$ cat src/rtl/mem_arb.sv
// Two-requester arbiter (instruction fetch, load/store) in front of a single-port synchronous memory.
// Define MEM_ARB_RR_EN for round-robin contention; the default build gives load/store fixed priority.
module mem_arb #(
    parameter int unsigned STARVE_MAX = 4
) (
    input  logic       clk,
    input  logic       rst,
    input  logic       if_req,
    input  logic [7:0] if_addr,
    output logic       if_gnt,
    output logic       if_rvalid,
    output logic [7:0] if_rdata,
    input  logic       ls_req,
    input  logic       ls_wr,
    input  logic [7:0] ls_addr,
    input  logic [7:0] ls_wdata,
    output logic       ls_gnt,
    output logic       ls_rvalid,
    output logic [7:0] ls_rdata,
    output logic       mem_enable,
    output logic       mem_wr,
    output logic [7:0] mem_addr,
    output logic [7:0] mem_data_in,
    input  logic [7:0] mem_data_out
);

    localparam logic [2:0] STARVE_LIM = 3'(STARVE_MAX);

    logic [2:0] starve_q, starve_d;
    logic       if_own_q, if_own_d;
    logic       ls_own_q, ls_own_d;
    logic       if_win, ls_win;

`ifdef MEM_ARB_RR_EN
    // rr_q=1 means load/store is favoured on the next contested cycle
    logic       rr_q, rr_d;
`endif

    always_comb begin
        if_win = 1'b0;
        ls_win = 1'b0;
        if (!rst) begin
            if (if_req && (starve_q == STARVE_LIM)) begin
                if_win = 1'b1;
            end else if (if_req && ls_req) begin
`ifdef MEM_ARB_RR_EN
                if (rr_q) ls_win = 1'b1;
                else      if_win = 1'b1;
`else
                ls_win = 1'b1;
`endif
            end else if (if_req) begin
                if_win = 1'b1;
            end else if (ls_req) begin
                ls_win = 1'b1;
            end
        end
    end

    always_comb begin
        starve_d = starve_q;
        if (!if_req || if_win) begin
            starve_d = '0;
        end else if (starve_q != STARVE_LIM) begin
            starve_d = starve_q + 3'd1;
        end
        if_own_d = if_win;
        ls_own_d = ls_win && !ls_wr;
    end

`ifdef MEM_ARB_RR_EN
    always_comb begin
        rr_d = rr_q;
        if (if_req && ls_req && (if_win || ls_win)) begin
            rr_d = if_win;
        end
    end

    always_ff @(posedge clk or posedge rst) begin
        if (rst) rr_q <= 1'b0;
        else     rr_q <= rr_d;
    end
`endif

    always_ff @(posedge clk or posedge rst) begin
        if (rst) begin
            starve_q <= '0;
            if_own_q <= 1'b0;
            ls_own_q <= 1'b0;
        end else begin
            starve_q <= starve_d;
            if_own_q <= if_own_d;
            ls_own_q <= ls_own_d;
        end
    end

    always_comb begin
        if_gnt      = if_win;
        ls_gnt      = ls_win;
        mem_enable  = if_win || ls_win;
        mem_wr      = ls_win && ls_wr;
        mem_addr    = ls_win ? ls_addr : (if_win ? if_addr : '0);
        mem_data_in = ls_win ? ls_wdata : '0;
        if_rvalid   = if_own_q;
        ls_rvalid   = ls_own_q;
        if_rdata    = if_own_q ? mem_data_out : '0;
        ls_rdata    = ls_own_q ? mem_data_out : '0;
    end

endmodule

$ cat config.mk
export PLATFORM = sky130hd
export DESIGN_NAME = mem_arb
export DESIGN_NICKNAME = d
export VERILOG_FILES = /design/src/rtl/mem_arb.sv
export SDC_FILE = /design/constraint.sdc
export NUM_CORES = 1
export LEC_CHECK = 0
export ABC_AREA = 0
export BUFFER_PORTS_ARGS = -buffer_cell sky130_fd_sc_hd__buf_2
export CORE_UTILIZATION = 27
export DETAILED_ROUTE_END_ITERATION = 8
export PLACE_DENSITY = 0.76
export SLEW_MARGIN = 15
export SYNTH_ARGS = -nofsm -noshare
export SYNTH_HDL_FRONTEND = slang
export SYNTH_SLANG_ARGS = --single-unit
$ cat constraint.sdc
create_clock -name clk -period 1.74 [get_ports clk]
set_clock_uncertainty 0.2 [all_clocks]
set_input_delay 0.261 -clock clk [delete_from_list [all_inputs] [get_ports clk]]
set_output_delay 0.261 -clock clk [all_outputs]
set_load 0.005 [all_outputs]
==> flow_summary.yaml <==
die:
  core_sq_mm: 0.001783
  num_rows: 15
  die_w_um: 46.43
  die_area_sq_mm: 0.002156
  ios: 75
  die_y_um: 46.43
  start_util_pct: 29.89
placed_design:
  placed_area_sq_mm: 0.001002
  routabilityCongestion: 0.7463
  dp_hpwl_um: 1502
  port_buffers: 74
logic_synthesis:
  syn_inst: 63
  synth-seq-cells: 5
  synth.top_cells.by_area: "and2_1 29%, dfrtp_1 23%, a22o_1 13%, a311oi_4 4.9%, ha_1 4.7%"
  yosysSeqAreaShare_pct: 23.47
  yosysUniqueCellTypes: 21
  postSynthAreaPerCell_sq_um: 8.460
  ys_warn_count: 0
  syn_nets: 102
  synth_area_sq_um: 533.0
  synth_top_area_share_pct: 29.34
  yosys.area.top_type: "and2_1"
run_status:
  violations: "setup timing"
  status: "finished with violations"
drt:
  routed_wl_um: 1828
  avgViaCountPerCell: 4.613
  drc: 0
  drt_iter0_markers: 5
  ant_nets: 0
  vias: 798
  drt-pass1-iter-count: 4
  wire_per_inst_um: 10.57
cells_and_area:
  layout_commonest_cell: "buf_2"
  fin_nets: 188
  n_fill_cell: 170
  final_cell_mix: "72 x buf_2, 23 x and2_1, 8 x a22o_1, 5 x dfrtp_1, 5 x buf_4"
  register_area_sq_um: 125.1
  fin_area_sq_mm: 0.001070
  multi_input_area_sq_um: 396.6
  utilization_pct: 60.00
  num_antenna_cells: 0
  final_layout_size_suffix_gt1_share_pct: 62.84
  syn_to_final_growth_pct: 100.7
min_path:
  min_to: "starve_q[2]"
  min_path_cells: 3
  min_path_type: "input port to register"
  min_from: "if_req"
sta:
  slew_headroom_pct: 79.48
  hold_viol: 0
  setup_viol: 19
  fmax_mhz: 486.6
  finalSetupTns_ps: -5262
  grt_setup_unrepaired: "true"
  final.setup.worst_slack_ps: -315.0
  fin_crit_sh_pct: 118.1
  tightest_slew_ps: 307.8
  period_needed_ps: 2055
  slew_violations: 0
global_routing:
  grt_max_degree: 20
  grt_pass1_vias: 659
  grtUsageTotal_pct: 16.34
  antenna_found_initial: 0
  grt_overflow_total: 0
  grt_pass1_wl_um: 2435
clock_network:
  numClockSinks: 5
  tritoncts: "built"
  root_buffer: "clkbuf_4"
  numCtsBuffers: 3
  clkTransAtPathRegs_ps: 40
  htree_levels: 1
  cts_setup_buffers: 0
  clk_latency_ps: 250
  clk_path_buf_depth: 2
worst_setup_path:
  cp_data_arrival_time_ps: 1590
  critPathMaxFanout: 9
  r2r_slack_ps: 240
  cp-start-kind: "register"
  critPathKind: "register to primary output"
  r2r_start: "starve_q[0]"
  endpoint_kind: "primary output"
  rr_worst_depth: 5
  rr_endpoint: "ls_rvalid"
  cp.required_ps: 1280
power_and_ir_drop:
  power_density_mw_per_mm2: 439.4
  power.total_uw: 470.0
  ir_worst_vdd_mv: 0.5409
  leakage_uw: 0.0006427
run:
  cap_viol_max_count: 0
==> report_power, final <==
part	total (uW)	internal, uW	switching, uW
sequential	134	124	9.30
combinational	201	116	85.0
clock	136	86.8	48.8
==> cells in the mapped netlist <==
library cell / instances
and2_1: 25
a22o_1: 8
dfrtp_1: 5
inv_1: 4
a21oi_1: 2
ha_1: 2
nand3_1: 2
nand4_1: 2
a211oi_4: 1
a311oi_4: 1
a31oi_1: 1
buf_6: 1
clkbuf_1: 1
inv_2: 1
nand2_1: 1
nand2_2: 1
nor2_1: 1
nor2b_1: 1
nor3_1: 1
o211ai_1: 1
o21ai_0: 1
==> metrics by stage <==
step                hold slack (ps)  cells  setup WS [ps]
floorplan                     95.28     63         -29.57
global placement              67.52    167         -18.48
detailed placement            78.13    167         -65.63
CTS                           95.49    173         -315.6
global route                  138.9    173         -382.7
finish                        99.28    173         -315.0
==> cells by family after synthesis <==
family	share of synthesized area, %
buffers and inverters	6.336
AOI/OAI and AO/OA	27.23
and+or+nand+nor	38.26
DFF	23.47
adders and majority gates	4.694
==> worst max-delay path by stage <==
stage / startpoint / to / slack (ps) / cells after the start
finish: starve_q[0] / mem_addr[5] / -310 / 7
global route: starve_q[0] / mem_addr[5] / -380 / 7
CTS: starve_q[0] / mem_addr[2] / -320 / 7
detailed placement: starve_q[0] / mem_addr[2] / -70 / 7
global placement: starve_q[1] / mem_addr[1] / -20 / 7
floorplan: starve_q[0] / mem_data_in[0] / -30 / 5
==> worst max-delay path, stage by stage, from the launching register on <==
cell and delay (ps):
dfrtp_1 390, inv_2 80, ha_4 170, nand2_4 60, a211oi_4 230, buf_6 160, a22o_1 140, buf_2 100
==> flip-flops by register name, indices dropped and copies added (netlist names) <==
| name | count |
|---|---|
| starve_q | 3 |
| ls_rvalid | 1 |
| if_rvalid | 1 |
==> area by class of cell <==
type / count / area share (%)
clock buffer: 4 / 2.456
inverter: 5 / 1.754
timing repair buffer: 83 / 44.09
multi-input combinational: 51 / 37.08
tap: 25 / 2.924
sequential: 5 / 11.70
==> repair_timing <==
action	4_1_cts	5_1_grt
hold endpoints to repair	6	0
pin swaps	1	1
resized for setup	1	4
hold buffers	2	0
setup endpoints to repair	19	19
==> metal layers <==
metal  global-route usage, %  up-vias  wire (um)  part of all wire [%]
met2                   32.22       69        897                    49
li1                        -      387          -                     -
met4                   8.235        0         41                   2.2
met3                   6.667        6        204                    11
met5                       0        -          0                     0
met1                   13.27      336        685                    37
No activity file was read; power rests on OpenSTA's default activity.
